==> src/rtl/lfsr_seq_ctrl_if.sv <==
// Command and output-stream handshake bundle for lfsr_seq_ctrl.
// master issues commands and consumes generated values; slave is the controller.
interface lfsr_seq_ctrl_if #(
   parameter int W  = 16,
   parameter int CW = 20
);
   logic          cmd_valid;
   logic          cmd_ready;
   logic [1:0]    cmd_op;
   logic [W-1:0]  cmd_seed;
   logic [CW-1:0] cmd_count;
   logic          out_valid;
   logic          out_ready;
   logic [W-1:0]  out_data;

   modport master (
      output cmd_valid, cmd_op, cmd_seed, cmd_count, out_ready,
      input  cmd_ready, out_valid, out_data
   );

   modport slave (
      input  cmd_valid, cmd_op, cmd_seed, cmd_count, out_ready,
      output cmd_ready, out_valid, out_data
   );
endinterface

==> src/rtl/lfsr_seq_ctrl.sv <==
// Command-driven sequencer owning the LFSR state register: LOAD, STEP_N and
// PERIOD commands, streamed output values and measured sequence period.
module lfsr_seq_ctrl #(
   parameter int           W            = 16,
   parameter int           CW           = 20,
   parameter logic [W-1:0] SEED_DEFAULT = 16'h01ab
) (
   input  logic           clk,
   input  logic           reset,
   lfsr_seq_ctrl_if.slave bus,
   input  logic           abort,
   output logic [W-1:0]   lfsr_cur,
   input  logic [W-1:0]   lfsr_nxt,
   output logic           done,
   output logic [CW-1:0]  period,
   output logic           err_zero,
   output logic           err_timeout
);
   typedef enum logic [1:0] {
      IDLE    = 2'd0,
      RUN_N   = 2'd1,
      RUN_PER = 2'd2,
      DONE    = 2'd3
   } state_t;

   localparam logic [1:0]    OP_LOAD   = 2'd0;
   localparam logic [1:0]    OP_STEP   = 2'd1;
   localparam logic [1:0]    OP_PERIOD = 2'd2;
   localparam logic [W-1:0]  ZERO_W    = {W{1'b0}};
   localparam logic [CW-1:0] ZERO_CW   = {CW{1'b0}};
   localparam logic [CW-1:0] CNT_ONE   = {{(CW-1){1'b0}}, 1'b1};
   localparam logic [CW-1:0] CNT_LIMIT = {CW{1'b1}};

   state_t        state_q, state_d;
   logic [W-1:0]  lfsr_q, lfsr_d;
   logic [W-1:0]  start_q, start_d;
   logic [CW-1:0] cnt_q, cnt_d;
   logic [CW-1:0] target_q, target_d;
   logic [CW-1:0] period_q, period_d;
   logic          cmd_ready_q, cmd_ready_d;
   logic          out_valid_q, out_valid_d;
   logic          done_q, done_d;
   logic          err_zero_q, err_zero_d;
   logic          err_timeout_q, err_timeout_d;
   logic [CW-1:0] cnt_inc;
   logic          step;

   // Next-state and next-output computation for the command sequencer.
   always_comb begin
      state_d       = state_q;
      lfsr_d        = lfsr_q;
      start_d       = start_q;
      cnt_d         = cnt_q;
      target_d      = target_q;
      period_d      = period_q;
      err_zero_d    = 1'b0;
      err_timeout_d = 1'b0;
      cnt_inc       = cnt_q + CNT_ONE;
      // abort suppresses the step even when the consumer is ready
      step          = out_valid_q & bus.out_ready & ~abort;
      case (state_q)
         IDLE: begin
            if (bus.cmd_valid) begin
               state_d = DONE;
               case (bus.cmd_op)
                  OP_LOAD: begin
                     if (bus.cmd_seed != ZERO_W) lfsr_d = bus.cmd_seed;
                     else                         err_zero_d = 1'b1;
                  end
                  OP_STEP: begin
                     if (bus.cmd_count == ZERO_CW) begin
                        state_d = DONE;
                     end else if (lfsr_q == ZERO_W) begin
                        err_zero_d = 1'b1;
                     end else begin
                        cnt_d    = ZERO_CW;
                        target_d = bus.cmd_count;
                        state_d  = RUN_N;
                     end
                  end
                  OP_PERIOD: begin
                     if (lfsr_q == ZERO_W) begin
                        err_zero_d = 1'b1;
                     end else begin
                        start_d = lfsr_q;
                        cnt_d   = ZERO_CW;
                        state_d = RUN_PER;
                     end
                  end
                  default: state_d = DONE;
               endcase
            end else begin
               state_d = IDLE;
            end
         end
         RUN_N: begin
            if (abort) begin
               state_d = DONE;
            end else if (step) begin
               lfsr_d = lfsr_nxt;
               cnt_d  = cnt_inc;
               if (cnt_inc == target_q) state_d = DONE;
               else                     state_d = RUN_N;
            end else begin
               state_d = RUN_N;
            end
         end
         RUN_PER: begin
            if (abort) begin
               state_d = DONE;
            end else if (step) begin
               lfsr_d = lfsr_nxt;
               cnt_d  = cnt_inc;
               // a repeat wins over the timeout on the same step
               if (lfsr_nxt == start_q) begin
                  period_d = cnt_inc;
                  state_d  = DONE;
               end else if (cnt_inc == CNT_LIMIT) begin
                  period_d      = ZERO_CW;
                  err_timeout_d = 1'b1;
                  state_d       = DONE;
               end else begin
                  state_d = RUN_PER;
               end
            end else begin
               state_d = RUN_PER;
            end
         end
         DONE:    state_d = IDLE;
         default: state_d = IDLE;
      endcase
      cmd_ready_d = (state_d == IDLE);
      out_valid_d = (state_d == RUN_N) || (state_d == RUN_PER);
      done_d      = (state_d == DONE);
   end

   // State and registered-output flops with synchronous active-low reset.
   always_ff @(posedge clk) begin
      if (!reset) begin
         state_q       <= IDLE;
         lfsr_q        <= SEED_DEFAULT;
         start_q       <= ZERO_W;
         cnt_q         <= ZERO_CW;
         target_q      <= ZERO_CW;
         period_q      <= ZERO_CW;
         cmd_ready_q   <= 1'b1;
         out_valid_q   <= 1'b0;
         done_q        <= 1'b0;
         err_zero_q    <= 1'b0;
         err_timeout_q <= 1'b0;
      end else begin
         state_q       <= state_d;
         lfsr_q        <= lfsr_d;
         start_q       <= start_d;
         cnt_q         <= cnt_d;
         target_q      <= target_d;
         period_q      <= period_d;
         cmd_ready_q   <= cmd_ready_d;
         out_valid_q   <= out_valid_d;
         done_q        <= done_d;
         err_zero_q    <= err_zero_d;
         err_timeout_q <= err_timeout_d;
      end
   end

   assign bus.cmd_ready = cmd_ready_q;
   assign bus.out_valid = out_valid_q;
   assign bus.out_data  = lfsr_nxt;
   assign lfsr_cur      = lfsr_q;
   assign done          = done_q;
   assign period        = period_q;
   assign err_zero      = err_zero_q;
   assign err_timeout   = err_timeout_q;
endmodule

==> src/flat_wrapper.sv <==
// flat-port wrapper written by rule: the top's interface ports become plain ports
module lfsr_seq_ctrl_flat 
#(
   parameter int           W            = 16,
   parameter int           CW           = 20,
   parameter logic [W-1:0] SEED_DEFAULT = 16'h01ab
)
  (clk, reset, abort, lfsr_cur, lfsr_nxt, done, period, err_zero, err_timeout, bus_cmd_valid, bus_cmd_op, bus_cmd_seed, bus_cmd_count, bus_out_ready, bus_cmd_ready, bus_out_valid, bus_out_data);
  lfsr_seq_ctrl_if #(.W(W), .CW(CW)) bus_i ();
  input  logic clk;
  input  logic reset;
  input  logic abort;
  output logic [W-1:0] lfsr_cur;
  input  logic [W-1:0] lfsr_nxt;
  output logic done;
  output logic [CW-1:0] period;
  output logic err_zero;
  output logic err_timeout;
  input wire logic [$bits(bus_i.cmd_valid)-1:0] bus_cmd_valid;
  input wire logic [$bits(bus_i.cmd_op)-1:0] bus_cmd_op;
  input wire logic [$bits(bus_i.cmd_seed)-1:0] bus_cmd_seed;
  input wire logic [$bits(bus_i.cmd_count)-1:0] bus_cmd_count;
  input wire logic [$bits(bus_i.out_ready)-1:0] bus_out_ready;
  output wire logic [$bits(bus_i.cmd_ready)-1:0] bus_cmd_ready;
  output wire logic [$bits(bus_i.out_valid)-1:0] bus_out_valid;
  output wire logic [$bits(bus_i.out_data)-1:0] bus_out_data;
  assign bus_i.cmd_valid = bus_cmd_valid;
  assign bus_i.cmd_op = bus_cmd_op;
  assign bus_i.cmd_seed = bus_cmd_seed;
  assign bus_i.cmd_count = bus_cmd_count;
  assign bus_i.out_ready = bus_out_ready;
  assign bus_cmd_ready = bus_i.cmd_ready;
  assign bus_out_valid = bus_i.out_valid;
  assign bus_out_data = bus_i.out_data;
  lfsr_seq_ctrl #(.W(W), .CW(CW), .SEED_DEFAULT(SEED_DEFAULT)) u_core (.clk(clk), .reset(reset), .bus(bus_i), .abort(abort), .lfsr_cur(lfsr_cur), .lfsr_nxt(lfsr_nxt), .done(done), .period(period), .err_zero(err_zero), .err_timeout(err_timeout));
endmodule
==> config.mk <==
export PLATFORM = sky130hd
export DESIGN_NAME = lfsr_seq_ctrl_flat
export DESIGN_NICKNAME = d
export VERILOG_FILES = /design/src/rtl/lfsr_seq_ctrl_if.sv /design/src/rtl/lfsr_seq_ctrl.sv /design/src/flat_wrapper.sv
export SDC_FILE = /design/constraint.sdc
export NUM_CORES = 1
export LEC_CHECK = 0
export BUFFER_PORTS_ARGS = -buffer_cell sky130_fd_sc_hd__buf_2
export CORE_MARGIN = 3
export CORE_UTILIZATION = 40
export DETAILED_ROUTE_END_ITERATION = 16
export GPL_TIMING_DRIVEN = 0
export SLEW_MARGIN = 20
export SYNTH_ARGS = -nofsm -noshare
export SYNTH_HDL_FRONTEND = slang
export SYNTH_SLANG_ARGS = --single-unit
==> constraint.sdc <==
create_clock -name clk -period 4.3 [get_ports clk]
set_input_delay 0.43 -clock clk [delete_from_list [all_inputs] [get_ports clk]]
set_output_delay 0.43 -clock clk [all_outputs]
set_load 0.01 [all_outputs]
==> metrics.txt <==
status=complete, no violations; post-synthesis compound-gate area fraction=0.121; Die H=123 um; Max Freq=277 MHz; synth warn=0; Root Buffer Master=clkbuf_16; cells after synthesis=656; vias in the first global route=5035; Max Clock Skew=0.0153 ns; post-cts resize count=0; HP Class=in2reg; drt total wl=17500 um; Post-CTS Setup Bufs=0; hold buffer count at CTS=0; GRT Overall Usage=0.233; cell family with most CP delay=simple AND/OR/NAND/NOR gates; arrival time worst endpoint=3.90 ns; Worst Min Path Start=bus_cmd_count[19]; slew margin rel.=0.368; Die Width=123 um; measured slew at the worst slew-check pin=0.949 ns; power per cell area=331 nW/um^2; final net count=851; Post-Synth Adder-Cell Area=0.0229; first-pass GRT wire length=26800 um; Synth async-reset ratio=0; top post-synthesis cells by count=dfxtp_1, nor2_1, mux2i_1; routed vias/inst=5.47; Syn Nets=725; top-area cell type share of the netlist area=0.362; crit path kind=reg2reg; design area=6560 um^2; post-layout total power=2.17 mW; Crit-path slowest cell=xor2_1; Worst path max stage delay=0.61 ns; Sw Share=0.299; simple-gate area share of the yosys netlist=0.237; Hold Path End=u_core.target_q[19]; Hold Fails Final Rpt=0; clk_lat worst skew=0.37 ns; Die Area=15100 um^2; Startpoint Class=flip-flop; Synth area leaders=dfxtp_1, mux2i_1, nor2_1; Core Rows=42; CTS tree=yes; unrepaired setup endpoints after global routing=no; GRT Residual Overflow=0; critical path peak fanout=9; Mapped Area=5470 um^2; Area Growth Syn to Fin=19.8%; RR Startpoint=u_core.cnt_q[1]; worst reg2reg endpoint=u_core.bus.out_valid; CP Data Required Time=4.59 ns; FF-to-FF path depth=10; fin util=0.493; hold depth=3; largest area contributor in the netlist=dfxtp_1; Leakage=2.83 nW; Distinct cells, synth=58; Post-DP Area=6270 um^2; n_diodes=0; Post-synth EDFFs=0; register area share after synthesis=0.362; ys flop type=dfxtp_1; final slew viol count=0; DP HPWL=13500 um; drt first pass iters=8; Layout fillers=1319; largest family of logic cells by synthesized area=simple AND/OR/NAND/NOR gates; clk sinks=99; worst-path cell chain=ha_1, and3_1, clkbuf_1, nand4_1, xor2_1, nor3_1, a41oi_1, a21oi_2, or3_1, mux2i_1; CTS Buffer Depth=2; largest net degree at the start of global routing=18; mean area per synthesized cell=8.34 um^2; Setup TNS Final=0 ns; Clock Power Share=0.372; Buffers on Ports=115; count leader, synth=dfxtp_1; WL/cell=18.2 um; Max-Cap Viols=0; core box area=13300 um^2; Switch Pwr=0.648 mW; dpl ws=0.791 ns; Ports=116; final worst path period share=0.841; vias after detailed routing=5272; initial DRC count=321; Crit. End Element=flip-flop; Num CTS Buffers=9; Cell Int Power=1.52 mW; combinational power share=0.170; number of synthesized register bits=99; post-layout worst setup margin=0.683 ns; Peak VDD IR=0.219 mV; CP bufs+invs=1; Initial Util=0.412; RePlAce Congestion=0.945; H-tree Lvls=3; share of cells above drive strength 1=0.208; DRC viols=0; xor/xnor share of the synthesized area=0.0926; multiplexer area fraction after synthesis=0.103; initial antenna violation count=0; Final ANT Viol Nets=0; setup slack, reg-to-reg=0.68 ns; Reg power frac=0.458; final setup fails=0; Final Critical Period=3.62 ns; Clk pin slew, worst setup/hold paths=0.07 ns
[area by class of cell]
| class | count | area [um^2] | area share |
|---|---|---|---|
| Sequential cell | 99 | 1980 | 0.302 |
| Clock inverter | 5 | 45.0 | 0.00687 |
| Clock buffer | 11 | 243 | 0.0370 |
| Timing Repair Buffer | 115 | 576 | 0.0878 |
| Inverter | 13 | 48.8 | 0.00744 |
| Multi-Input combinational cell | 486 | 3150 | 0.481 |
| Tap cell | 176 | 220 | 0.0336 |
| Buffer | 58 | 288 | 0.0439 |
[per-stage QoR]
step,hold slack [ns],cells
final,0.317,963
after detailed placement,0.478,947
after global placement,0.479,947
after global routing,0.325,963
after floorplan,0.465,656
after CTS,0.308,963
[cells by family (layout without fill, tap and decap cells)]
| group | after synthesis | in the layout |
|---|---|---|
| xor gates and xnor gates | 53 | 53 |
| and+or+nand+nor | 261 | 261 |
| muxes | 56 | 56 |
| DFF | 99 | 99 |
| adders and majority gates | 10 | 10 |
| AOI/OAI and AO/OA | 106 | 106 |
| buffers and inverters | 71 | 202 |
[tightest hold or removal path, cell delays in order]
cell,delay (ns)
buf_2,0.09
mux2i_1,0.06
nor2_1,0.07
[cells in the final DEF, fill, tap and decap left out, types with 24 or more instances in the layout]
cell / n
o21ai_0: 29
clkbuf_1: 33
a21oi_1: 31
nor4_1: 24
nand2_1: 53
buf_2: 122
xor2_1: 28
nor2_1: 89
dfxtp_1: 99
mux2i_1: 55
[metal layers]
layer	GRT usage	vias to the layer above	share of wire
met5	0	-	0
met4	0.0742	0	0.022
met3	0.0503	30	0.061
met2	0.383	196	0.47
met1	0.306	2494	0.44
li1	-	2552	-
[power by group through the flow]
stage                     clock [mW]  combinational, mW  sequential, mW
after floorplan                    0              0.215            1.01
after global placement             0              0.361            1.01
after detailed placement           0              0.365            1.01
after CTS                      0.820              0.368           0.994
after global routing           0.851              0.404            1.00
final                          0.806              0.368           0.995
[sequential cells by signal (all words and copies together), names as in the netlist, 2 cells and up]
| name | flops |
|---|---|
| u_core.cnt_q | 20 |
| u_core.lfsr_cur | 16 |
| u_core.period | 20 |
| u_core.start_q | 16 |
| u_core.state_q | 2 |
| u_core.target_q | 20 |
[worst max-delay path by stage]
stage                          startpoint              endpoint  slack (ns)  cells after the start
after floorplan           u_core.cnt_q[1]  u_core.bus.out_valid        1.71                      9
after global placement    u_core.cnt_q[1]           u_core.done        0.86                     10
after detailed placement  u_core.cnt_q[1]  u_core.bus.out_valid        0.79                     10
after CTS                 u_core.cnt_q[1]  u_core.bus.out_valid        0.76                     10
after global routing      u_core.cnt_q[1]  u_core.bus.cmd_ready        0.48                      9
final                     u_core.cnt_q[1]  u_core.bus.out_valid        0.68                     10
(Power assumes the default switching activity.)
